File: src/rtl/mem_pkg.sv
// Shared definitions for the memory-stage sequencer: op codes, FSM states, byte enables.
package mem_pkg;

    // Operation field carried in the EX/MEM buffer
    localparam logic [1:0] OP_NOP = 2'b00;
    localparam logic [1:0] OP_LW  = 2'b01;
    localparam logic [1:0] OP_SW  = 2'b10;
    localparam logic [1:0] OP_SB  = 2'b11;

    // Byte enables on the data-memory port; bit1 selects the high byte
    localparam logic [1:0] BE_WORD = 2'b11;
    localparam logic [1:0] BE_HI   = 2'b10;
    localparam logic [1:0] BE_LO   = 2'b01;

    typedef enum logic [1:0] {
        IDLE,
        BUSY,
        DONE
    } state_e;

endpackage

File: src/rtl/busy_timer.sv
// 8-bit cycle counter for the BUSY state; tc flags the last permitted wait cycle.
module busy_timer #(
    parameter int unsigned TMO = 15
) (
    input  logic clk,
    input  logic rst,
    input  logic clr,
    input  logic en,
    output logic tc
);

    logic [7:0] cnt_q, cnt_d;

    // Next count: clear has priority over increment
    always_comb begin
        cnt_d = cnt_q;
        if (clr) begin
            cnt_d = 8'd0;
        end else if (en) begin
            cnt_d = cnt_q + 8'd1;
        end
    end

    // Counter register
    always_ff @(posedge clk or posedge rst) begin
        if (rst) begin
            cnt_q <= 8'd0;
        end else begin
            cnt_q <= cnt_d;
        end
    end

    // Count starts at 0 in the first BUSY cycle, so TMO-1 marks the TMO-th cycle
    assign tc = (cnt_q == 8'(TMO - 1));

endmodule

File: src/rtl/mem_access_ctrl.sv
// Memory-stage sequencer: one req/ack transaction per EX/MEM op, stalling the pipe meanwhile.
module mem_access_ctrl #(
    parameter int unsigned S   = 15,
    parameter int unsigned TMO = 15
) (
    input  logic         clk,
    input  logic         rst,
    input  logic         ex_valid,
    input  logic [1:0]   ex_ctrl,
    input  logic [S:0]   ex_addr,
    input  logic [S:0]   ex_word,
    input  logic [7:0]   ex_byte,
    output logic         stall,
    output logic         mem_req,
    output logic         mem_we,
    output logic [1:0]   mem_be,
    output logic [S:0]   mem_addr,
    output logic [S:0]   mem_wdata,
    input  logic         mem_ack,
    input  logic [S:0]   mem_rdata,
    output logic         wb_valid,
    output logic [S:0]   wb_data,
    output logic         err
);

    import mem_pkg::*;

    localparam int unsigned W = S + 1;

    state_e       state_q, state_d;
    logic [1:0]   op_q, op_d;
    logic         mem_req_q, mem_req_d;
    logic         mem_we_q, mem_we_d;
    logic [1:0]   mem_be_q, mem_be_d;
    logic [S:0]   mem_addr_q, mem_addr_d;
    logic [S:0]   mem_wdata_q, mem_wdata_d;
    logic         wb_valid_q, wb_valid_d;
    logic [S:0]   wb_data_q, wb_data_d;
    logic         err_q, err_d;
    logic         stall_c;
    logic         timer_clr, timer_en, timer_tc;

    busy_timer #(
        .TMO (TMO)
    ) u_busy_timer (
        .clk (clk),
        .rst (rst),
        .clr (timer_clr),
        .en  (timer_en),
        .tc  (timer_tc)
    );

    // Next-state, latched operands and combinational stall
    always_comb begin
        state_d     = state_q;
        op_d        = op_q;
        mem_req_d   = mem_req_q;
        mem_we_d    = mem_we_q;
        mem_be_d    = mem_be_q;
        mem_addr_d  = mem_addr_q;
        mem_wdata_d = mem_wdata_q;
        wb_data_d   = wb_data_q;
        wb_valid_d  = 1'b0;
        err_d       = 1'b0;
        stall_c     = 1'b0;
        timer_clr   = 1'b1;
        timer_en    = 1'b0;

        unique case (state_q)
            IDLE: begin
                if (ex_valid && (ex_ctrl != OP_NOP)) begin
                    stall_c    = 1'b1;
                    op_d       = ex_ctrl;
                    mem_addr_d = {ex_addr[S:1], 1'b0};
                    if ((ex_ctrl != OP_SB) && ex_addr[0]) begin
                        // Misaligned word access never reaches the memory port
                        state_d = DONE;
                        err_d   = 1'b1;
                    end else begin
                        state_d   = BUSY;
                        mem_req_d = 1'b1;
                        mem_we_d  = (ex_ctrl != OP_LW);
                        if (ex_ctrl == OP_SB) begin
                            mem_be_d    = ex_addr[0] ? BE_HI : BE_LO;
                            mem_wdata_d = W'({ex_byte, ex_byte});
                        end else begin
                            mem_be_d    = BE_WORD;
                            mem_wdata_d = ex_word;
                        end
                    end
                end
            end
            BUSY: begin
                stall_c   = 1'b1;
                timer_clr = 1'b0;
                if (mem_ack) begin
                    // Ack wins over a coincident terminal count
                    state_d   = DONE;
                    mem_req_d = 1'b0;
                    if (op_q == OP_LW) begin
                        wb_valid_d = 1'b1;
                        wb_data_d  = mem_rdata;
                    end
                end else if (timer_tc) begin
                    state_d   = DONE;
                    mem_req_d = 1'b0;
                    err_d     = 1'b1;
                end else begin
                    timer_en = 1'b1;
                end
            end
            DONE: begin
                state_d = IDLE;
            end
            default: begin
                state_d = IDLE;
            end
        endcase
    end

    // State and output registers
    always_ff @(posedge clk or posedge rst) begin
        if (rst) begin
            state_q     <= IDLE;
            op_q        <= OP_NOP;
            mem_req_q   <= 1'b0;
            mem_we_q    <= 1'b0;
            mem_be_q    <= 2'b00;
            mem_addr_q  <= '0;
            mem_wdata_q <= '0;
            wb_valid_q  <= 1'b0;
            wb_data_q   <= '0;
            err_q       <= 1'b0;
        end else begin
            state_q     <= state_d;
            op_q        <= op_d;
            mem_req_q   <= mem_req_d;
            mem_we_q    <= mem_we_d;
            mem_be_q    <= mem_be_d;
            mem_addr_q  <= mem_addr_d;
            mem_wdata_q <= mem_wdata_d;
            wb_valid_q  <= wb_valid_d;
            wb_data_q   <= wb_data_d;
            err_q       <= err_d;
        end
    end

    // State is forced to IDLE in reset, so gate stall explicitly to keep it low then
    assign stall     = stall_c & ~rst;
    assign mem_req   = mem_req_q;
    assign mem_we    = mem_we_q;
    assign mem_be    = mem_be_q;
    assign mem_addr  = mem_addr_q;
    assign mem_wdata = mem_wdata_q;
    assign wb_valid  = wb_valid_q;
    assign wb_data   = wb_data_q;
    assign err       = err_q;

endmodule

File: config.mk
export PLATFORM = sky130hd
export DESIGN_NAME = mem_access_ctrl
export DESIGN_NICKNAME = d
export VERILOG_FILES = /design/src/rtl/mem_pkg.sv /design/src/rtl/busy_timer.sv /design/src/rtl/mem_access_ctrl.sv
export SDC_FILE = /design/constraint.sdc
export NUM_CORES = 1
export LEC_CHECK = 0
export CAP_MARGIN = 25
export CORE_ASPECT_RATIO = 0.75
export CORE_UTILIZATION = 35
export CTS_CLUSTER_DIAMETER = 40
export DETAILED_ROUTE_END_ITERATION = 8
export PLACE_DENSITY = 0.79
export SYNTH_ARGS = -nofsm -noshare
export SYNTH_HDL_FRONTEND = slang
export SYNTH_SLANG_ARGS = --single-unit
File: constraint.sdc
create_clock -name clk -period 1.9 [get_ports clk]
set_input_delay 0.285 -clock clk [delete_from_list [all_inputs] [get_ports clk]]
set_output_delay 0.285 -clock clk [all_outputs]
set_load 0.03 [all_outputs]
==> results_dict.tcl, run 1 <==
set metrics [dict create \
    hold_violations 0 \
    h-tree-depth 3 \
    final-max-slew-violation-count 0 \
    clock_latency_ps 340 \
    finalSetupTns_ps 0 \
    die_width_um 105 \
    p_switching_mw 2.16 \
    worstSetupPathType "primary input to output pin" \
    area.growth.synth_to_final_pct 56.8 \
    ios 117 \
    initial_core_util_pct 37.1 \
    grt_pass1_vias 2353 \
    wire_per_inst_um 14.4 \
    crit_required_ps 1620 \
    synth_nets 302 \
    cts_resized 0 \
    io_buffer_count 115 \
    rsz0062_at_grt "false" \
    dpl.hpwl_mm 5.03 \
    comb_power_share_pct 43.5 \
    fillerInstances 649 \
    drt-pass1-iter-count 4 \
    hold_slack_ps 363 \
    grt_pass1_wl_mm 11.6 \
    hold_path_class "primary input to async pin" \
    cts.clk_slew.worst_paths_ps 80 \
    totalWireLength_mm 6.77 \
    p_leak_nw 1.84 \
    cts_root_buf "clkbuf_8" \
    place_congestion 0.833 \
    min_period_ps 1770 \
    synth_edf_count 0 \
    syn_area_mm2 0.00278 \
    mostFrequentLayoutCells "114 x clkdlybuf4s50_1, 65 x dfrtp_1, 24 x o21ai_0, 23 x nand2_1" \
    cts_tree "done" \
    cts_setup_buffers 0 \
    p_clk_share_pct 20.6 \
    clk_path_buf_depth 2 \
    ys.flop_type "dfrtp_1" \
    ant_nets 0 \
    syn_inst 238 \
    grt_max_degree 37 \
    r2r_slack_ps 410 \
    dieArea_mm2 0.00831 \
    synth-seq-cells 65 \
    setup_viol 0 \
    period_share_pct 93.1 \
    seq_area_frac_synth_pct 58.5 \
    nets 429 \
    vias_per_cell 4.76 \
    fmax_mhz 565 \
    clock-sinks 65 \
    n_antenna_cell 0 \
    yosysWarnings 0 \
    cp-end-kind "output pin" \
    ir_drop_mv 0.847 \
    ys_types 36 \
    synthArstFlopShare_pct 100 \
    crit_path_max_fanout 9 \
    grt_remaining_overflow 0 \
    drt_iter0_markers 75 \
    synth.avg_cell_area_um2 11.7 \
    hold_buffers 0 \
    power-per-cell-area_mw_per_mm2 1330 \
    cts_buffers 9 \
    antenna_found_initial 0 \
    skew_ps 6.47 \
    critical_path_arrival_ps 1480 \
    drive_above_1_share_pct 13.8 \
    final_common_cell "clkdlybuf4s50_1" \
    num_vias 2244 \
    drv_cap 0 \
    track_usage_pct 18.0 \
    core_mm2 0.00750 \
    placementRows 27 \
    die_h_um 79.2 \
    drc_errors 0 \
    crit_path_start_kind "primary input" \
    power_switching_share_pct 37.4 \
    outcome "finished, final reports clean" \
    internal_power_mw 3.62 \
    seqPwrFrac_pct 36.0 \
]
==> metal layers <==
layer | track usage (%) | share of wire (%)
met1 | 22.7 | 46
met5 | 0 | 0
met2 | 28.9 | 47
met3 | 6.90 | 6.3
met4 | 5.49 | 0.98
==> Yosys cell counts (2+ instances only) <==
master,n,area (µm²)
and3_1,8,50.1
nor2_1,9,33.8
nor3_1,2,10.0
o21ai_0,24,120
a21oi_1,19,95.1
xnor2_1,4,35.0
mux2_2,14,158
o211ai_1,2,15.0
buf_4,2,15.0
a211oi_1,3,22.5
mux2_1,19,214
clkbuf_1,6,22.5
nand3_1,4,20.0
ha_1,2,25.0
buf_2,2,10.0
nand2_1,23,86.3
buf_6,2,22.5
inv_1,8,30.0
nand2b_1,3,18.8
dfrtp_1,65,1630
nor2b_1,2,12.5
==> kinds of logic (layout without fill, tap and decap cells) <==
group,after synthesis,count (layout),synth area share (%)
adder cells (fa/ha/maj),2,2,0.900
flip-flops,65,65,58.5
multiplexers,33,33,13.4
other,1,1,0.135
XOR/XNOR,5,5,1.57
buffers and inverters,20,152,3.60
AO/OA/AOI/OAI,55,55,11.3
AND/OR/NAND/NOR,57,57,10.6
==> power by group through the flow <==
stage,sequential [mW],clock (mW),combinational (mW)
6_report,2.08,1.19,2.51
5_1_grt,2.15,1.29,2.66
4_1_cts,2.08,1.23,2.54
3_5_place_dp,2.10,0,2.53
3_3_place_gp,2.08,0,2.50
2_1_floorplan,2.94,0,0.503
==> registers in the layout (all words and copies together), names as in the netlist <==
register and cells:
state_q 2, u_busy_timer.cnt_q 8, wb_data 16, wb_valid 1, mem_req 1, err 1
mem_wdata 16, op_q 2, mem_we 1, mem_addr 15, mem_be 2
==> through the flow <==
step	utilization [%]	std cells	cell area (µm²)	power, mW	worst slack, ps
after floorplan	-	238	2790	3.44	206
after global routing	58.1	471	4360	6.10	61.5
after detailed placement	55.4	455	4160	4.63	53.3
after global placement	55.4	455	4160	4.58	89.2
final	58.1	471	4360	5.78	131
after CTS	58.1	471	4360	5.85	129
==> path summary, 6_finish.rpt <==
kind                           endpoint  cells after the start          from
max                               stall                      4    ex_ctrl[0]
max reg2reg                 wb_data[10]                      4    state_q[1]
min                        mem_wdata[4]                      2           rst
min in group clk           mem_wdata[2]                      2  mem_wdata[2]
min reg2reg                mem_wdata[2]                      2  mem_wdata[2]
max in group asynchronous    wb_data[5]                      3           rst
==> critical path, stage by stage <==
cell	delay [ps]
clkdlybuf4s50_1	640
o21ai_0	150
a211oi_2	220
buf_4	180
==> cell type report <==
type / instances / area, µm² / area share, %
Multi-Input combinational cell: 153 / 1060 / 24.3
Inverter: 8 / 33.8 / 0.775
Clock buffer: 10 / 138 / 3.16
Sequential cell: 65 / 1630 / 37.3
Timing Repair Buffer: 128 / 1310 / 30.0
Tap cell: 101 / 126 / 2.90
Clock inverter: 6 / 67.6 / 1.55
Note: power is estimated with default switching activity, not from simulation.
==> run 2, diff against run 1 <==
HOLD_SLACK_MARGIN = 0.05   (was not set)
==> results of run 2 <==
The final DEF is identical to that of run 1; final timing and power are the same.
